$ cat config.mk
export PLATFORM = sky130hd
export DESIGN_NAME = i2s_tx
export DESIGN_NICKNAME = d
export VERILOG_FILES = /design/src/rtl/i2s_tx.sv
export SDC_FILE = /design/constraint.sdc
export NUM_CORES = 1
export LEC_CHECK = 0
export ABC_AREA = 1
export ABC_CLOCK_PERIOD_IN_PS = 2000
export CORE_MARGIN = 2
export CORE_UTILIZATION = 60
export CTS_CLUSTER_DIAMETER = 150
export CTS_CLUSTER_SIZE = 12
export DETAILED_ROUTE_END_ITERATION = 12
export DONT_BUFFER_PORTS = 1
export GPL_TIMING_DRIVEN = 0
export PLACE_DENSITY_LB_ADDON = 0.12
export SYNTH_ARGS = -nofsm -noshare
export SYNTH_HDL_FRONTEND = slang
export SYNTH_SLANG_ARGS = --single-unit
$ cat constraint.sdc
create_clock -name clk_in -period 2 [get_ports clk_in]
set_clock_uncertainty 0.2 [all_clocks]
set_input_delay 0.4 -clock clk_in [delete_from_list [all_inputs] [get_ports clk_in]]
set_output_delay 0.4 -clock clk_in [all_outputs]
set_load 0.05 [all_outputs]
$ cat src/rtl/i2s_tx.sv
// i2s_tx -- I2S audio transmitter for the codec DAC path.
//
// Runs on the codec bit clock. Each frame is 64 bit clocks long.
// One stereo pair is taken in through a valid/ready handshake and sent as a
// standard I2S frame:
//   - LRCK is low for the left slot and high for the right slot.
//   - Data is sent MSB first, with a one-bit delay after each LRCK edge.
//
// Ports:
//   clk_in    : bit clock; all logic runs on its rising edge
//   ar        : asynchronous reset, active low
//   left_in   : left sample, two's complement (DATA_WIDTH bits)
//   right_in  : right sample, two's complement (DATA_WIDTH bits)
//   in_valid  : the pair on left_in/right_in is valid
//   in_ready  : the holding register is empty (registered output)
//   lrck_out  : codec LRCK; 0 = left slot, 1 = right slot
//   sdata_out : codec DACDAT
//   underrun  : one-cycle pulse when a frame starts with no sample pending
module i2s_tx #(
  parameter int DATA_WIDTH = 16
) (
  input  logic                  clk_in,
  input  logic                  ar,
  input  logic [DATA_WIDTH-1:0] left_in,
  input  logic [DATA_WIDTH-1:0] right_in,
  input  logic                  in_valid,
  output logic                  in_ready,
  output logic                  lrck_out,
  output logic                  sdata_out,
  output logic                  underrun
);

  logic [5:0]            cnt;
  logic [5:0]            cnt_next;
  logic                  full;
  logic                  full_next;
  logic [DATA_WIDTH-1:0] hold_left;
  logic [DATA_WIDTH-1:0] hold_right;
  logic [63:0]           tx_frame;
  logic [63:0]           frame_next;
  logic                  accept;
  logic                  latch;

  assign accept   = in_valid & in_ready;
  assign latch    = (cnt == 6'd63);
  assign cnt_next = cnt + 6'd1;

  // The transmit register holds the whole frame as it appears on the wire.
  // Bit (63 - k) is the data bit for slot k.
  // Slots 0 and 32 are always 0 (the I2S delay bit).
  // Unused LSB slots stay 0.
  // A frame latched with nothing pending is all zeros.
  always_comb begin
    frame_next = '0;
    if (full) begin
      for (int i = 0; i < DATA_WIDTH; i++) begin
        frame_next[62-i] = hold_left[DATA_WIDTH-1-i];
        frame_next[30-i] = hold_right[DATA_WIDTH-1-i];
      end
    end
  end

  // An accept can never coincide with a latch that has full set, because
  // in_ready is low then. So "accept wins" also covers a fresh pair arriving
  // on an underrun latch: that pair waits for the next frame.
  always_comb begin
    full_next = full;
    if (accept) begin
      full_next = 1'b1;
    end else if (latch) begin
      full_next = 1'b0;
    end
  end

  // Every output is registered from next-cycle values, so that it changes
  // only on the clk_in rising edge.
  // ~cnt_next is the same as 63 - cnt_next, which is the frame bit for the
  // slot being entered.
  always_ff @(posedge clk_in or negedge ar) begin
    if (!ar) begin
      cnt        <= 6'd0;
      full       <= 1'b0;
      in_ready   <= 1'b1;
      hold_left  <= '0;
      hold_right <= '0;
      tx_frame   <= '0;
      underrun   <= 1'b0;
      lrck_out   <= 1'b0;
      sdata_out  <= 1'b0;
    end else begin
      cnt      <= cnt_next;
      full     <= full_next;
      in_ready <= ~full_next;
      if (accept) begin
        hold_left  <= left_in;
        hold_right <= right_in;
      end
      if (latch) begin
        tx_frame <= frame_next;
      end
      underrun  <= latch & ~full;
      lrck_out  <= cnt_next[5];
      sdata_out <= tx_frame[~cnt_next];
    end
  end

endmodule
==> results of run 1 <==
[path summary, 6_finish.rpt]
| path | slack, ns | cells after the start | to |
|---|---|---|---|
| max | 0.13 | 3 | hold_right[10] |
| min | -0.46 | 0 | hold_right[6] |
| max reg2reg | 0.13 | 3 | hold_right[10] |
| min reg2reg | 0.29 | 2 | tx_frame[50] |
| max in group asynchronous | 1.86 | 0 | in_ready |
| min in group clk_in | 0 | 1 | hold_left[12] |
[cells in the mapped netlist, types with 2 or more instances]
master	n
o21ai_0	20
nor2_4	2
nor2_1	3
mux2_2	32
a21oi_1	2
nand3_1	57
buf_2	8
buf_4	5
clkbuf_1	4
nand2_1	84
dfrtp_1	73
nand2_2	2
inv_1	29
[per-layer routing]
| metal | share of wire [%] | track usage, % | vias to the layer above |
|---|---|---|---|
| li1 | - | - | 1114 |
| met5 | 0 | 0 | - |
| met2 | 47 | 34.4 | 64 |
| met3 | 5.1 | 4.42 | 9 |
| met4 | 1.3 | 8.39 | 0 |
| met1 | 47 | 34.8 | 1111 |
[kinds of logic after synthesis]
logic type / after synthesis / share of synthesized area (%)
AOI/OAI and AO/OA: 22 / 3.40
xor gates and xnor gates: 1 / 0.271
adders and majority gates: 1 / 0.387
buffers and inverters: 48 / 6.54
DFF: 74 / 57.3
muxes: 32 / 11.1
and+or+nand+nor: 150 / 21.0
[per-stage QoR]
step	cell area [um^2]	util [%]	setup WS [ns]
floorplan	3230	-	0.259
global placement	3320	64.6	0.0772
detailed placement	3320	64.6	0.0738
CTS	3580	69.6	0.0372
global route	3620	70.4	0.0379
finish	3620	70.4	0.132
[power by group through the flow]
stage,registers (W),logic [W],clock network (W)
3_3_place_gp,0.00152,0.000000703,0
6_report,0.00150,0.0000180,0.00112
5_1_grt,0.00149,0.0000191,0.00120
2_1_floorplan,0.00152,0.000000704,0
4_1_cts,0.00150,0.0000112,0.00113
3_5_place_dp,0.00152,0.000000703,0
[registers in the layout, indices dropped and copies added (netlist names)]
| signal | cells |
|---|---|
| tx_frame | 32 |
| underrun | 1 |
| full | 1 |
| hold_left | 16 |
| hold_right | 16 |
| in_ready | 1 |
| sdata_out | 1 |
| cnt | 6 |
[layout make-up]
type	count	area [um^2]
plain buffers	17	92.6
clock buffers	12	145
clock inverters	3	40.0
fillers	437	1520
inverters	31	119
multi-input cells	206	1170
flip-flops and latches	74	1850
well taps	70	87.6
repair buffers	11	110
[repair_timing]
item                                    CTS  global route
endpoints found under the setup margin    0            10
hold buffers                              7             4
gates resized for setup                   0             2
setup buffers                             0             0
hold endpoints to repair                 81            78
==> impl_metrics.json, run 1 <==
{
  "critPathLaunch": "in_ready",
  "fp.dieH_um": 77.4,
  "p_sw_w": 0.000522,
  "firstDrtPassIters": 4,
  "initial_core_util_pct": 62.9,
  "overflow": 0,
  "fin_crit_ns": 1.87,
  "synth_area_um2": 3230,
  "finalSetupTns_ns": 0,
  "place_inst": 398,
  "synth_edf_count": 0,
  "synth.distinct_cells": 20,
  "grt_max_degree": 75,
  "yosysSeqAreaShare_pct": 57.3,
  "synth.avg_cell_area_um2": 9.86,
  "grt_util_all_layers_pct": 23.3,
  "finalWeightedCongestion": 0.894,
  "setup_viol": 0,
  "cp.buffers_inverters": 1,
  "port_buffers": 0,
  "dp_hpwl_mm": 4.36,
  "clock_latency_ns": 0.34,
  "cpMaxStageDelayCell": "dfstp_2",
  "combPwrFrac_pct": 0.7,
  "synth_flop_cell": "dfrtp_1",
  "violations": "negative hold slack",
  "antenna_left": 0,
  "fin_crit_sh_pct": 93.4,
  "ir_worst_vdd_mv": 0.491,
  "fin_nets": 386,
  "yosysTopAreaCell": "dfrtp_1",
  "post_drt_wl_per_cell_um": 15.1,
  "final_common_cell": "nand2_1",
  "critPathTopFamily": "flip-flops",
  "switching_share_pct": 19.8,
  "drc": 0,
  "p_int_w": 0.00211,
  "cpPeakStageDelay_ns": 0.70,
  "power_frac_clock_pct": 42.5,
  "p_seq_share_pct": 56.8,
  "status": "finished, violations left",
  "cts_buffers": 9,
  "drt_iter0_markers": 202,
  "crit_fanout": 10,
  "slew_viol_final": 0,
  "grt_pass1_vias": 2254,
  "clkTransAtPathRegs_ns": 0.07,
  "antenna_cells": 0,
  "powerDensity_nw_per_um2": 728,
  "yosysTopAreaCellShare_pct": 56.5,
  "cts_tree": "yes",
  "finalPower_w": 0.00263,
  "leakage_nw": 1.87,
  "die_x_um": 77.4,
  "worst_slew_pin_slew_ns": 0.480,
  "synthesis.instances": 328,
  "num_rows": 26,
  "coreArea_um2": 5140,
  "clock_path_buffers": 2,
  "relSlewSlack_pct": 68.0,
  "antenna_found_initial": 0,
  "ys_top_cells_by_area": "dfrtp_1 56%, mux2_2 11%, nand2_1 9.7%",
  "rsz0062_at_grt": "no",
  "holdWs_ns": -0.456,
  "drt_wl_total_mm": 6.38,
  "io_pins": 39,
  "drive_gt1_share_pct": 19.5,
  "grt_pass1_wl_mm": 10.9,
  "synth-seq-cells": 74,
  "dieArea_um2": 5990,
  "finalNonFillerCells": 424,
  "max_freq_mhz": 535,
  "finalHoldViolCount": 74,
  "avgViaCountPerCell": 5.42,
  "timing.rr.start": "in_ready",
  "critPathRequiredTime_ns": 2.03,
  "synthToLayoutAreaGrowth_pct": 11.9,
  "syn-num-nets": 364,
  "start_kind": "flop",
  "cts.sinks": 74,
  "crit_type": "reg2reg",
  "htreeDepth": 3,
  "hold_class": "in2async",
  "final_cell_mix": "84 x nand2_1, 72 x dfrtp_1, 57 x nand3_1",
  "drv_cap": 0,
  "crit_chain": "nand2_1, buf_2, mux2_2",
  "end_kind": "flop",
  "vias": 2298,
  "cts_root_buffer": "clkbuf_8",
  "cp_data_arrival_time_ns": 1.90,
  "ys.warnings.count": 0,
  "async_flop_share_pct": 100
}
(Power assumes the default switching activity.)
==> run 2, diff against run 1 <==
Settings changed: ABC_CLOCK_PERIOD_IN_PS 2000 to 2300, CORE_UTILIZATION 60 to 30.
Clock period 2 ns to 2.3 ns, I/O delays scaled along.
==> impl_metrics.json, run 2 (synthesized netlist as in run 1, its figures left out) <==
{
  "fin_nets": 375,
  "antenna_cells": 0,
  "critPathTopFamily": "flip-flops",
  "port_buffers": 0,
  "worst_slew_pin_slew_ns": 0.561,
  "cpPeakStageDelay_ns": 0.70,
  "drive_gt1_share_pct": 20.1,
  "dp_hpwl_mm": 4.91,
  "final_common_cell": "nand2_1",
  "drt_wl_total_mm": 7.27,
  "clock_latency_ns": 0.35,
  "coreArea_um2": 10400,
  "post_drt_wl_per_cell_um": 15.2,
  "timing.rr.start": "in_ready",
  "cts_root_buffer": "clkbuf_8",
  "hold_class": "in2async",
  "final_cell_mix": "84 x nand2_1, 73 x dfrtp_1, 57 x nand3_1",
  "end_kind": "flop",
  "drt_iter0_markers": 105,
  "finalSetupTns_ns": 0,
  "initial_core_util_pct": 31.1,
  "finalNonFillerCells": 480,
  "powerDensity_nw_per_um2": 677,
  "finalPower_w": 0.00246,
  "critPathRequiredTime_ns": 2.33,
  "setup_slack_ns": 0.330,
  "fin_crit_ns": 1.97,
  "leakage_nw": 1.85,
  "cp_data_arrival_time_ns": 2.00,
  "crit_chain": "nand2_1, buf_2, mux2_2",
  "antenna_left": 0,
  "drc": 0,
  "fp.dieH_um": 108,
  "dieArea_um2": 11600,
  "cts_resized": 0,
  "cp.buffers_inverters": 1,
  "drv_cap": 0,
  "cts.sinks": 74,
  "max_freq_mhz": 508,
  "grt_pass1_vias": 2303,
  "dp_slack_ns": 0.271,
  "top_register": "tx_frame",
  "htreeDepth": 3,
  "synthToLayoutAreaGrowth_pct": 12.3,
  "reg_top3": "tx_frame x32, hold_left x16, hold_right x16",
  "io_pins": 39,
  "slew_viol_final": 0,
  "grt_util_all_layers_pct": 14.2,
  "grt_pass1_wl_mm": 12.3,
  "largest_register_ff_count": 32,
  "antenna_found_initial": 0,
  "clkTransAtPathRegs_ns": 0.08,
  "clock_path_buffers": 2,
  "num_rows": 37,
  "firstDrtPassIters": 4,
  "crit_type": "reg2reg",
  "die_x_um": 108,
  "avgViaCountPerCell": 4.67,
  "cpMaxStageDelayCell": "dfstp_2",
  "start_kind": "flop",
  "holdWs_ns": -0.398,
  "place_inst": 464,
  "critPathLaunch": "in_ready",
  "violations": "negative hold slack",
  "relSlewSlack_pct": 62.6,
  "status": "finished, violations left",
  "fin_crit_sh_pct": 85.6,
  "vias": 2240,
  "rsz0062_at_grt": "no",
  "cts_tree": "yes",
  "cts_buffers": 9,
  "ir_worst_vdd_mv": 0.270,
  "setup_viol": 0,
  "crit_fanout": 10,
  "grt_max_degree": 75,
  "overflow": 0,
  "post-cts-setup-buffers": 0,
  "finalHoldViolCount": 74,
  "finalWeightedCongestion": 0.787
}
## run 2: final timing paths
path                                        to  slack (ns)  cells after the start
worst min register to register    tx_frame[26]        0.28                      2
min in group clk_in              hold_right[4]        0.05                      1
max in group asynchronous             in_ready        2.11                      0
worst max-delay path            hold_right[14]        0.33                      3
worst max register to register  hold_right[14]        0.33                      3
worst min-delay path              tx_frame[17]       -0.40                      0
## run 2: per-layer routing
metal	wire, um	vias up	track usage (%)
met3	245	9	3.15
met5	0	-	0
met4	146	0	6.59
met1	3560	1097	19.3
li1	-	1090	-
met2	3320	44	21.6
## run 2: cell type report
type / instances / area, um^2
flip-flops and latches: 74 / 1850
clock inverters: 4 / 73.8
multi-input cells: 206 / 1170
inverters: 31 / 119
clock buffers: 12 / 155
well taps: 136 / 170
fillers: 1058 / 6780
plain buffers: 17 / 92.6
## run 2: per-stage QoR
stage | area [um^2] | util [%]
6_report | 3630 | 34.9
5_1_grt | 3630 | 34.9
4_1_cts | 3630 | 34.9
3_5_place_dp | 3400 | 32.7
3_3_place_gp | 3400 | 32.7
2_1_floorplan | 3230 | -
## run 2: power breakdown
part | leakage, nW | total [W] | switching (W) | internal, W
clock | 0.117 | 0.00116 | 0.000486 | 0.000671
sequential | 1.01 | 0.00130 | 0 | 0.00130
combinational | 0.721 | 0.000000612 | 0 | 0.000000611
total | 1.85 | 0.00246 | 0.000486 | 0.00197
==> run 3, diff against run 2 <==
Settings changed: ABC_CLOCK_PERIOD_IN_PS 2300 to 2000, CORE_MARGIN 2 to 1, CORE_UTILIZATION 30 to 51.
Clock period 2.3 ns to 2 ns, I/O delays scaled along.
==> impl_metrics.json, run 3 (synthesized netlist as in run 1, its figures left out) <==
{
  "status": "finished, violations left",
  "violations": "negative hold slack",
  "fp.dieH_um": 81.6,
  "io_pins": 39,
  "avgViaCountPerCell": 5.25,
  "slew_viol_final": 0,
  "top_register": "tx_frame",
  "cp.buffers_inverters": 1,
  "drt_wl_total_mm": 6.46,
  "drc": 0,
  "port_buffers": 0,
  "antenna_cells": 0,
  "setup_slack_ns": 0.0661,
  "fin_crit_ns": 1.93,
  "rsz0062_at_grt": "no",
  "drv_cap": 0,
  "dieArea_um2": 6660,
  "relSlewSlack_pct": 64.3,
  "setup_viol": 0,
  "use_met1_pct": 32.0,
  "cts_root_buffer": "clkbuf_8",
  "largest_register_ff_count": 32,
  "critPathRequiredTime_ns": 2.02,
  "antenna_found_initial": 0,
  "drt_iter0_markers": 160,
  "finalWeightedCongestion": 0.866,
  "met3_usage_pct": 3.89,
  "dp_hpwl_mm": 4.34,
  "coreArea_um2": 6030,
  "end_kind": "flop",
  "cts_buffers": 9,
  "crit_type": "reg2reg",
  "max_freq_mhz": 517,
  "leakage_nw": 1.93,
  "top_usage_layer": "met2",
  "clkTransAtPathRegs_ns": 0.08,
  "num_rows": 28,
  "antenna_left": 0,
  "grt_pass1_vias": 2233,
  "dp_slack_ns": 0.0255,
  "final_cell_mix": "84 x nand2_1, 73 x dfrtp_1, 57 x nand3_1",
  "start_kind": "flop",
  "fin_nets": 400,
  "die_x_um": 81.6,
  "finalSetupTns_ns": 0,
  "cts_hold_buffers": 22,
  "grt_util_all_layers_pct": 22.2,
  "crit_fanout": 10,
  "hold_class": "in2async",
  "initial_core_util_pct": 53.7,
  "drive_gt1_share_pct": 19.8,
  "critPathTopFamily": "flip-flops",
  "synthToLayoutAreaGrowth_pct": 16.4,
  "powerDensity_nw_per_um2": 695,
  "holdWs_ns": -0.443,
  "clock_path_buffers": 2,
  "worst_slew_pin_slew_ns": 0.535,
  "crit_chain": "nand2_1, buf_2, mux2_2",
  "clock_latency_ns": 0.33,
  "final_common_cell": "nand2_1",
  "ir_worst_vdd_mv": 0.449,
  "firstDrtPassIters": 4,
  "cpMaxStageDelayCell": "dfstp_2",
  "reg_top3": "tx_frame x32, hold_left x16, hold_right x16",
  "htreeDepth": 3,
  "grt_pass1_wl_mm": 10.7,
  "cpPeakStageDelay_ns": 0.70,
  "finalHoldViolCount": 74,
  "cts.sinks": 74,
  "vias": 2332,
  "cts_tree": "yes",
  "overflow": 0,
  "met2_usage_pct": 33.2,
  "fin_crit_sh_pct": 96.7,
  "post_drt_wl_per_cell_um": 14.6,
  "grt_max_degree": 75,
  "cp_data_arrival_time_ns": 1.96
}
-- run 3: changes by cell type in the layout (fill, tap and decap cells not counted), sizes merged --
cell         delta
dlygate4sd3    +22
inv             +1
buf             +2
clkinv          -1
clkbuf          +2
bufinv          -2
clkinvlp        +1
-- run 3: repair_timing --
| item | CTS | global route |
|---|---|---|
| resized for setup | 0 | 3 |
| setup buffers | 0 | 3 |
| hold endpoints to repair | 96 | 74 |
| endpoints found under the setup margin | 0 | 1 |
-- run 3: path summary, 6_finish.rpt --
check	startpoint	to	slack, ns	depth (start not counted)
hold reg to reg	tx_frame[62]	tx_frame[62]	0.29	2
setup reg to reg	in_ready	hold_right[8]	0.07	3
min in group clk_in	right_in[15]	hold_right[15]	0.02	1
max in group asynchronous	ar	in_ready	1.82	0
setup / recovery	in_ready	hold_right[8]	0.07	3
hold / removal	ar	hold_right[2]	-0.44	0
-- run 3: layout make-up --
type / instances / area (um^2)
clock inverters: 3 / 21.3
well taps: 75 / 93.8
clock buffers: 13 / 169
repair buffers: 25 / 243
multi-input cells: 206 / 1170
flip-flops and latches: 74 / 1850
inverters: 31 / 121
fillers: 529 / 2260
plain buffers: 17 / 95.1
-- run 3: routing by layer --
metal  up-vias  wire length [um]
li1       1137                 -
met1      1142              3150
met2        45              3030
met3         8               190
met4         0                88
met5         -                 0
-- run 3: stage by stage --
stage	total power (W)	utilization, %	instance area, um^2	instances
6_report	0.00262	62.5	3770	444
5_1_grt	0.00270	62.5	3770	444
4_1_cts	0.00264	62.0	3740	441
3_5_place_dp	0.00153	55.2	3330	403
3_3_place_gp	0.00153	55.2	3330	403
2_1_floorplan	0.00153	-	3230	328
-- run 3: power by group --
part | internal, W | switching (W)
Sequential | 0.00150 | 0
Combinational | 0.0000289 | 0.00000510
Clock | 0.000556 | 0.000532
